`config.mk`:
```
export PLATFORM = sky130hd
export DESIGN_NAME = hazard_stall_ctrl_flat
export DESIGN_NICKNAME = d
export VERILOG_FILES = /design/src/rtl/hazard_stall_ctrl_if.sv /design/src/rtl/hazard_stall_ctrl.sv /design/src/flat_wrapper.sv
export SDC_FILE = /design/constraint.sdc
export NUM_CORES = 1
export LEC_CHECK = 0
export ABC_AREA = 1
export CORE_ASPECT_RATIO = 1.1
export CORE_MARGIN = 2
export CORE_UTILIZATION = 40
export CTS_BUF_LIST = sky130_fd_sc_hd__clkbuf_8 sky130_fd_sc_hd__clkbuf_16
export CTS_CLUSTER_DIAMETER = 50
export DETAILED_ROUTE_END_ITERATION = 8
export GPL_ROUTABILITY_DRIVEN = 0
export GPL_TIMING_DRIVEN = 0
export PLACE_DENSITY = 0.92
export SYNTH_ARGS = -nofsm -noshare
export SYNTH_HDL_FRONTEND = slang
export SYNTH_SLANG_ARGS = --single-unit
```
`constraint.sdc`:
```
create_clock -name clock -period 4.55 [get_ports clock]
set_clock_uncertainty 0.15 [all_clocks]
set_input_delay 0.91 -clock clock [delete_from_list [all_inputs] [get_ports clock]]
set_output_delay 0.91 -clock clock [all_outputs]
set_load 0.01 [all_outputs]
```
`src/rtl/hazard_stall_ctrl_if.sv`:
```
// Pipeline-side bundle for the stall/bubble controller: instruction latches,
// redirect, multdiv handshake in; latch enables, nop inserts, multdiv control out.
interface hazard_stall_ctrl_if;
  logic [31:0] fd_insn;
  logic [31:0] dx_insn;
  logic        branch_taken;
  logic        md_resultRDY;
  logic [31:0] md_result;
  logic        md_excep_in;

  logic        stall_fd;
  logic        stall_dx;
  logic        bubble_dx;
  logic        bubble_xm;
  logic        ctrl_MULT;
  logic        ctrl_DIV;
  logic        md_valid;
  logic [31:0] md_data;
  logic        md_exception;

  modport master (
    output fd_insn, dx_insn, branch_taken, md_resultRDY, md_result, md_excep_in,
    input  stall_fd, stall_dx, bubble_dx, bubble_xm, ctrl_MULT, ctrl_DIV,
           md_valid, md_data, md_exception
  );

  modport slave (
    input  fd_insn, dx_insn, branch_taken, md_resultRDY, md_result, md_excep_in,
    output stall_fd, stall_dx, bubble_dx, bubble_xm, ctrl_MULT, ctrl_DIV,
           md_valid, md_data, md_exception
  );
endinterface

```
`src/rtl/hazard_stall_ctrl.sv`:
```
// Stall/bubble controller for the 5-stage pipeline: handles lw-use hazards
// (one stall + one bubble) and multi-cycle mul/div sequencing in X.
module hazard_stall_ctrl #(
  parameter int unsigned MD_TIMEOUT = 64
) (
  input  logic               clock,
  input  logic               reset,
  hazard_stall_ctrl_if.slave bus
);

  typedef enum logic [1:0] {S_IDLE, S_BUSY, S_DONE} state_t;

  localparam logic [7:0] CNT_LAST = 8'(MD_TIMEOUT - 1);

  state_t      state_q, state_d;
  logic [7:0]  cnt_q, cnt_d;
  logic [31:0] md_data_q, md_data_d;
  logic        md_exc_q, md_exc_d;

  logic stall_fd, stall_dx, bubble_dx, bubble_xm, ctrl_mult, ctrl_div, md_valid;

  // Instruction field decode
  logic [4:0] fd_op, fd_rd, fd_rs, fd_rt, fd_alu;
  logic [4:0] dx_op, dx_rd, dx_alu;
  logic       fd_uses_rs, fd_uses_rt, fd_uses_rd;
  logic       dx_is_lw, dx_is_mul, dx_is_div, md_start, load_use;

  assign fd_op  = bus.fd_insn[31:27];
  assign fd_rd  = bus.fd_insn[26:22];
  assign fd_rs  = bus.fd_insn[21:17];
  assign fd_rt  = bus.fd_insn[16:12];
  assign fd_alu = bus.fd_insn[6:2];
  assign dx_op  = bus.dx_insn[31:27];
  assign dx_rd  = bus.dx_insn[26:22];
  assign dx_alu = bus.dx_insn[6:2];

  logic unused_bits;
  assign unused_bits = ^{bus.fd_insn[11:7], bus.fd_insn[1:0],
                         bus.dx_insn[21:7], bus.dx_insn[1:0]};

  assign fd_uses_rs = (fd_op == 5'b00000) || (fd_op == 5'b00101) || (fd_op == 5'b01000) ||
                      (fd_op == 5'b00111) || (fd_op == 5'b00010) || (fd_op == 5'b00110);
  assign fd_uses_rt = (fd_op == 5'b00000) && (fd_alu[4:1] != 4'b0010);
  assign fd_uses_rd = (fd_op == 5'b00111) || (fd_op == 5'b00010) ||
                      (fd_op == 5'b00110) || (fd_op == 5'b00100);

  assign dx_is_lw  = (dx_op == 5'b01000);
  assign dx_is_mul = (dx_op == 5'b00000) && (dx_alu == 5'b00110);
  assign dx_is_div = (dx_op == 5'b00000) && (dx_alu == 5'b00111);
  assign md_start  = (dx_is_mul || dx_is_div) && !bus.branch_taken;

  assign load_use = dx_is_lw && (dx_rd != 5'd0) && !bus.branch_taken &&
                    ((fd_uses_rs && fd_rs == dx_rd) ||
                     (fd_uses_rt && fd_rt == dx_rd) ||
                     (fd_uses_rd && fd_rd == dx_rd));

  // State, counter and multdiv result registers
  always_ff @(posedge clock) begin
    if (reset) begin
      state_q   <= S_IDLE;
      cnt_q     <= '0;
      md_data_q <= '0;
      md_exc_q  <= 1'b0;
    end else begin
      state_q   <= state_d;
      cnt_q     <= cnt_d;
      md_data_q <= md_data_d;
      md_exc_q  <= md_exc_d;
    end
  end

  // Next-state and stall/bubble/start decode; everything forced low in reset
  always_comb begin
    state_d   = state_q;
    cnt_d     = cnt_q;
    md_data_d = md_data_q;
    md_exc_d  = md_exc_q;
    stall_fd  = 1'b0;
    stall_dx  = 1'b0;
    bubble_dx = 1'b0;
    bubble_xm = 1'b0;
    ctrl_mult = 1'b0;
    ctrl_div  = 1'b0;
    md_valid  = 1'b0;
    case (state_q)
      S_IDLE: begin
        if (md_start) begin
          ctrl_mult = dx_is_mul;
          ctrl_div  = dx_is_div;
          stall_fd  = 1'b1;
          stall_dx  = 1'b1;
          bubble_xm = 1'b1;
          cnt_d     = '0;
          state_d   = S_BUSY;
        end else if (load_use) begin
          stall_fd  = 1'b1;
          bubble_dx = 1'b1;
        end
      end
      S_BUSY: begin
        stall_fd  = 1'b1;
        stall_dx  = 1'b1;
        bubble_xm = 1'b1;
        cnt_d     = cnt_q + 8'd1;
        if (bus.md_resultRDY) begin
          md_data_d = bus.md_result;
          md_exc_d  = bus.md_excep_in;
          state_d   = S_DONE;
        end else if (cnt_q == CNT_LAST) begin
          md_data_d = '0;
          md_exc_d  = 1'b1;
          state_d   = S_DONE;
        end
      end
      S_DONE: begin
        md_valid = 1'b1;
        state_d  = S_IDLE;
      end
      default: state_d = S_IDLE;
    endcase
    if (reset) begin
      stall_fd  = 1'b0;
      stall_dx  = 1'b0;
      bubble_dx = 1'b0;
      bubble_xm = 1'b0;
      ctrl_mult = 1'b0;
      ctrl_div  = 1'b0;
      md_valid  = 1'b0;
    end
  end

  assign bus.stall_fd     = stall_fd;
  assign bus.stall_dx     = stall_dx;
  assign bus.bubble_dx    = bubble_dx;
  assign bus.bubble_xm    = bubble_xm;
  assign bus.ctrl_MULT    = ctrl_mult;
  assign bus.ctrl_DIV     = ctrl_div;
  assign bus.md_valid     = md_valid;
  assign bus.md_data      = reset ? '0 : md_data_q;
  assign bus.md_exception = reset ? 1'b0 : md_exc_q;

endmodule

```
`src/flat_wrapper.sv`:
```
// flat-port wrapper written by rule: the top's interface ports become plain ports
module hazard_stall_ctrl_flat 
#(
  parameter int unsigned MD_TIMEOUT = 64
)
  (clock, reset, bus_fd_insn, bus_dx_insn, bus_branch_taken, bus_md_resultRDY, bus_md_result, bus_md_excep_in, bus_stall_fd, bus_stall_dx, bus_bubble_dx, bus_bubble_xm, bus_ctrl_MULT, bus_ctrl_DIV, bus_md_valid, bus_md_data, bus_md_exception);
  hazard_stall_ctrl_if bus_i ();
  input  logic clock;
  input  logic reset;
  input wire logic [$bits(bus_i.fd_insn)-1:0] bus_fd_insn;
  input wire logic [$bits(bus_i.dx_insn)-1:0] bus_dx_insn;
  input wire logic [$bits(bus_i.branch_taken)-1:0] bus_branch_taken;
  input wire logic [$bits(bus_i.md_resultRDY)-1:0] bus_md_resultRDY;
  input wire logic [$bits(bus_i.md_result)-1:0] bus_md_result;
  input wire logic [$bits(bus_i.md_excep_in)-1:0] bus_md_excep_in;
  output wire logic [$bits(bus_i.stall_fd)-1:0] bus_stall_fd;
  output wire logic [$bits(bus_i.stall_dx)-1:0] bus_stall_dx;
  output wire logic [$bits(bus_i.bubble_dx)-1:0] bus_bubble_dx;
  output wire logic [$bits(bus_i.bubble_xm)-1:0] bus_bubble_xm;
  output wire logic [$bits(bus_i.ctrl_MULT)-1:0] bus_ctrl_MULT;
  output wire logic [$bits(bus_i.ctrl_DIV)-1:0] bus_ctrl_DIV;
  output wire logic [$bits(bus_i.md_valid)-1:0] bus_md_valid;
  output wire logic [$bits(bus_i.md_data)-1:0] bus_md_data;
  output wire logic [$bits(bus_i.md_exception)-1:0] bus_md_exception;
  assign bus_i.fd_insn = bus_fd_insn;
  assign bus_i.dx_insn = bus_dx_insn;
  assign bus_i.branch_taken = bus_branch_taken;
  assign bus_i.md_resultRDY = bus_md_resultRDY;
  assign bus_i.md_result = bus_md_result;
  assign bus_i.md_excep_in = bus_md_excep_in;
  assign bus_stall_fd = bus_i.stall_fd;
  assign bus_stall_dx = bus_i.stall_dx;
  assign bus_bubble_dx = bus_i.bubble_dx;
  assign bus_bubble_xm = bus_i.bubble_xm;
  assign bus_ctrl_MULT = bus_i.ctrl_MULT;
  assign bus_ctrl_DIV = bus_i.ctrl_DIV;
  assign bus_md_valid = bus_i.md_valid;
  assign bus_md_data = bus_i.md_data;
  assign bus_md_exception = bus_i.md_exception;
  hazard_stall_ctrl #(.MD_TIMEOUT(MD_TIMEOUT)) u_core (.clock(clock), .reset(reset), .bus(bus_i));
endmodule
```
# Yosys cells after proc, flatten, opt, wreduce, memory -nomap -nowiden
# Cells that the tools add are included.
# classes
muxes	30
bitwise	0
div_mod_pow	0
eq_ne	18
shifts	0
reduce_logical	31
order_cmp	0
n_mul	0
n_addsub	1
# op_table
cell	count
two-way mux 32 bit	3
== test 5 x 3 -> 1 bit, second input constant	6
two-way mux 1 bit	19
case mux 8 bit (2 select lines)	1
== test 5 bit	3
logical OR 1 bit	11
== test 5 x 4 -> 1 bit, second input constant	2
logical AND 1 bit	10
zero test 5 bit	2
adder 8 x 1 -> 8 bit, second input constant	1
== test 8 x 6 -> 1 bit, second input constant	1
two-way mux 8 bit	1
two-way mux 2 bit	3
AND reduction 2 bit	3
== test 5 x 2 -> 1 bit, second input constant	1
nonzero test 5 bit	1
!= test 4 x 2 -> 1 bit, second input constant	1
case mux 1 bit (2 select lines)	2
case mux 2 bit (2 select lines)	1
nonzero test 2 bit	2
!= test 3 x 2 -> 1 bit, second input constant	1
== test 2 x 1 -> 1 bit, second input constant	1
== test 2 bit, second input constant	1
zero test 2 bit	1
2 further kinds	2
# totals
latch_bits	0
reg_bits	43
in_bits	101
mem_bits_rw	0
memories	0
rom_bits	0

# Logic depth before layout (Yosys ltp)
# depth
depth_word	14
mapped_depth	10
mapped_depth_nobuf	10

# Worst setup path after synthesis
# OpenSTA, ideal clock, no wires.
# synth_timing
path_kind	input to output
start	input bus_branch_taken
end	output bus_stall_dx
t_arrival_ns	1.713
slack_ns	1.777
required_time_ns	3.490
cell_stages	6
n_path_buf	1
path_cell_list	nor3_1 nand4_1 nand2_1 nand2_1 inv_1 buf_4
# synth_between
elab_chain_cells	5
# synth_lines
element	line_no	rtl
start, declared	flat_wrapper.sv:12	input wire logic [$bits(bus_i.branch_taken)-1:0] bus_branch_taken;
zero test 1 bit	hazard_stall_ctrl.sv:50	assign md_start = (dx_is_mul || dx_is_div) && !bus.branch_taken;
logical AND 1 bit	hazard_stall_ctrl.sv:50	
two-way mux 1 bit	n/a	
case mux 1 bit (2 select lines)	n/a	
two-way mux 1 bit	n/a	
end, declared	flat_wrapper.sv:17	output wire logic [$bits(bus_i.stall_dx)-1:0] bus_stall_dx;
# No other way between the ends.

# Worst setup path in the final report
# layout_timing
start	input bus_fd_insn[29]
end	output bus_bubble_dx
# layout_between
elab_chain_cells	14
# layout_lines
element	line_no	rtl
start, declared	flat_wrapper.sv:10	input wire logic [$bits(bus_i.fd_insn)-1:0] bus_fd_insn;
== test 5 x 3 -> 1 bit / zero test 5 bit (equally long branches)	hazard_stall_ctrl.sv:41, hazard_stall_ctrl.sv:43	
logical OR 1 bit (3 in series)	hazard_stall_ctrl.sv:41	assign fd_uses_rs = (fd_op == 5'b00000) || (fd_op == 5'b00101) || (fd_op == 5'b01000) ||
logical OR 1 bit (2 in series)	hazard_stall_ctrl.sv:42	(fd_op == 5'b00111) || (fd_op == 5'b00010) || (fd_op == 5'b00110);
logical AND 1 bit	hazard_stall_ctrl.sv:53	((fd_uses_rs && fd_rs == dx_rd) ||
logical OR 1 bit	hazard_stall_ctrl.sv:53	
logical OR 1 bit (*)	hazard_stall_ctrl.sv:54	(fd_uses_rt && fd_rt == dx_rd) ||
logical AND 1 bit (*)	hazard_stall_ctrl.sv:52	assign load_use = dx_is_lw && (dx_rd != 5'd0) && !bus.branch_taken &&
two-way mux 1 bit (*)	hazard_stall_ctrl.sv:95	end else if (load_use) begin
two-way mux 1 bit (*)	hazard_stall_ctrl.sv:87	if (md_start) begin
two-way mux 1 bit (*)	hazard_stall_ctrl.sv:85	case (state_q)
two-way mux 1 bit (*)	hazard_stall_ctrl.sv:121	if (reset) begin
end, declared	flat_wrapper.sv:18	output wire logic [$bits(bus_i.bubble_dx)-1:0] bus_bubble_dx;
# Mark *: on every way between the ends. The rest lies on a longest branch, timed or not.

==> flow_metrics.py <==
metrics = {
    "yosys": {
        "avgSynthCellArea_um2": 7.00,
        "syn_area_mm2": 0.00226,
        "synth-async-reset-ratio_pct": 0,
        "yosys.area_share.xor_xnor_pct": 0.387,
        "syn_inst": 323,
        "synth_fa_ha_area_share_pct": 0.553,
        "ys_seq_area_share_pct": 38.1,
        "ys_seq_elements": 43,
        "synth_nets": 425,
        "synth_compound_area_share_pct": 18.4,
        "synthMuxAreaShare_pct": 0,
        "yosys.area.top_type_share_pct": 38.1,
        "synth.largest_area_cell": "dfxtp_1",
        "synth_edf_count": 0,
        "netlist_top_cells_count": "inv_1, nand2_1, nor2_1",
        "synth_top_family_by_area": "simple AND/OR/NAND/NOR gates",
        "synth_simple_gate_area_share_pct": 27.2,
        "synth_cell_types": 30,
        "synthesis.yosys.warnings": 0,
        "synth.most_common_cell": "inv_1",
        "yosys-top-cells-area": "dfxtp_1, a22o_1, inv_1, nand2_1, nor2_1",
        "synthFlopType": "dfxtp_1",
    },
    "global_route": {
        "grt_pass1_vias": 2437,
        "grt_max_degree": 15,
        "grt_use_total_pct": 20.3,
        "antenna_found_initial": 0,
        "grt_pass1_wl_mm": 9.97,
        "grt-ovfl-total": 0,
    },
    "clock_network": {
        "clockBufferDepth": 2,
        "post_cts_buffers": 0,
        "ctsResizeCount": 0,
        "cts_num_sinks": 43,
        "cts_buffers": 5,
        "htree_levels": 2,
        "cts_hold_buf": 0,
        "cts_tree": "built",
        "cts_root_buffer": "clkbuf_8",
        "clock_latency_ns": 0.31,
        "clk_pin_slew_worst_paths_ns": 0.08,
    },
    "routing": {
        "drcViolationCount": 0,
        "postRouteAntennaNets": 0,
        "drtPass1Iterations": 4,
        "dr_total_vias": 2485,
        "viasPerCell": 4.78,
        "drt-total-wl_mm": 6.44,
        "first_iter_violations": 49,
        "wl_per_cell_um": 12.4,
    },
    "floorplanning": {
        "start_util_pct": 41.7,
        "rows": 28,
        "dieArea_mm2": 0.00627,
        "design.portCount": 141,
        "placeableCoreArea_mm2": 0.00543,
        "die_h_um": 82.9,
        "die_w_um": 75.7,
    },
    "pwr": {
        "peakVddDrop_v": 0.000238,
        "power_uw": 799,
        "p_leak_nw": 1.50,
        "power.density_mw_per_mm2": 221,
    },
    "cells_and_area": {
        "drive_gt1_share_pct": 7.64,
        "nNetsFinal": 546,
        "syn2layout_area_growth_pct": 60.0,
        "antenna_cells": 0,
        "final_cells": 520,
    },
    "setup_path": {
        "required_ns": 3.49,
        "cp-end-kind": "output pin",
        "worstPathMaxFanout": 4,
        "reg2reg_from": "u_core.cnt_q[1]",
        "rr_worst_depth": 8,
        "r2r_end": "u_core.md_data_q[20]",
        "r2r_setup_slack_ns": 2.82,
        "cp_data_arrival_time_ns": 2.80,
        "path_class": "primary input to output pin",
        "start_kind": "primary input",
    },
    "timing": {
        "hold_violations": 0,
        "setup_ws_ns": 0.692,
        "fmax_ghz": 0.259,
        "drv_slew": 0,
        "min_period_ns": 3.86,
        "rsz0062_at_grt": "no",
        "finalSetupViolations": 0,
        "tns_ns": 0,
        "post-route-period-util_pct": 84.8,
        "tightestPinTransition_ns": 0.447,
        "relSlewSlack_pct": 70.2,
    },
    "worst_hold_path": {
        "hold_depth": 2,
        "worstHoldStart": "u_core.cnt_q[5]",
        "hold_path_class": "flip-flop to flip-flop",
        "holdPathEnd": "u_core.cnt_q[5]",
    },
    "job": {
        "cap_violations": 0,
    },
    "placed_design": {
        "dp.cells": 512,
        "detailed_place_hpwl_mm": 5.10,
        "port_buffers": 114,
        "pre_cts_ws_ns": 0.688,
    },
    "run_status": {
        "status": "finished, final reports clean",
    },
}
-- sequential cells by signal, summed over array words and instances, names as in the netlist --
signal	flops
u_core.state_q	2
u_core.cnt_q	8
u_core.md_exc_q	1
u_core.md_data_q	32
-- where the power goes --
| group | internal [mW] | leakage [nW] | switching (mW) |
|---|---|---|---|
| logic | 0.0682 | 1.09 | 0.0390 |
| registers | 0.376 | 0.346 | 0.0000666 |
| clock network | 0.180 | 0.0618 | 0.135 |
| total | 0.625 | 1.50 | 0.174 |
-- cell type report --
type                       instances  area (um^2)
buffer                            12         86.3
clock buffer                       6         82.6
clock inverter                     2         38.8
fill                             439         1810
inverter                          70          263
multi-input combinational        198         1050
sequential                        43          861
tap                               75         93.8
timing repair buffer             114         1140
-- layer usage --
metal  vias up  routed length (um)  global-route usage, %
met2       124                2970                   33.9
met3        13                 837                   9.47
met5         -                   0                      0
met1      1087                2490                   21.5
li1       1261                   -                      -
met4         0                 140                   7.81
-- cells by family after synthesis --
kind of cell / Yosys count
xor gates and xnor gates: 1
and+or+nand+nor: 139
AOI/OAI and AO/OA: 57
buffers and inverters: 82
DFF: 43
adders and majority gates: 1
-- how the worst max path moves through the flow --
stage / from / to / slack, ns / cells after the start
final: bus_fd_insn[29] / bus_bubble_dx / 0.69 / 10
after global routing: bus_fd_insn[29] / bus_bubble_dx / 0.54 / 10
after CTS: bus_branch_taken / bus_stall_dx / 0.69 / 8
after detailed placement: bus_branch_taken / bus_stall_dx / 0.69 / 8
after global placement: bus_branch_taken / bus_stall_dx / 0.72 / 8
after floorplan: bus_branch_taken / bus_stall_dx / 1.78 / 6
-- cells in the final DEF (no fill, tap or decap) --
| cell type | synthesis | final |
|---|---|---|
| a21o_1 | 1 | 1 |
| nor2_2 | 3 | 3 |
| buf_4 | 4 | 4 |
| a21oi_1 | 14 | 14 |
| ha_1 | 1 | 1 |
| clkbuf_1 | 2 | 2 |
| inv_2 | 8 | 8 |
| o21ai_1 | 2 | 2 |
| buf_6 | 3 | 3 |
| xnor2_1 | 1 | 1 |
| nor3b_1 | 1 | 1 |
| nand4_2 | 1 | 1 |
| o21ai_0 | 4 | 4 |
| nand3_1 | 9 | 9 |
| nor2_8 | 1 | 1 |
| o21bai_1 | 1 | 1 |
| o22ai_1 | 2 | 2 |
| o211ai_1 | 1 | 1 |
| inv_1 | 62 | 62 |
| inv_6 | 0 | 1 |
| nand2_4 | 2 | 2 |
| nand2_2 | 1 | 1 |
| nand2_1 | 54 | 54 |
| a22o_1 | 32 | 32 |
| dfxtp_1 | 43 | 43 |
| bufinv_16 | 0 | 1 |
| clkbuf_8 | 0 | 6 |
| buf_2 | 3 | 3 |
| nor3_1 | 8 | 8 |
| nand3b_1 | 1 | 1 |
| nor4_1 | 1 | 1 |
| nand4_1 | 5 | 5 |
| nor2_1 | 52 | 52 |
| clkdlybuf4s50_1 | 0 | 114 |
-- critical path, stage by stage --
cell,delay (ns)
clkdlybuf4s50_1,0.52
inv_1,0.07
a21oi_1,0.13
nand2_1,0.06
nor2_1,0.17
nand3_1,0.11
nand3_1,0.07
nand2_1,0.07
nor2_1,0.12
clkdlybuf4s50_1,0.55
-- through the flow --
| step | hold WS [ns] | utilization [%] | cell area (um^2) |
|---|---|---|---|
| 2_1_floorplan | 0.304 | - | 2260 |
| 3_3_place_gp | 0.317 | 64.4 | 3500 |
| 3_5_place_dp | 0.324 | 64.4 | 3500 |
| 4_1_cts | 0.335 | 66.6 | 3620 |
| 5_1_grt | 0.386 | 66.6 | 3620 |
| 6_report | 0.331 | 66.6 | 3620 |
Power figures use the tool's default switching activity.
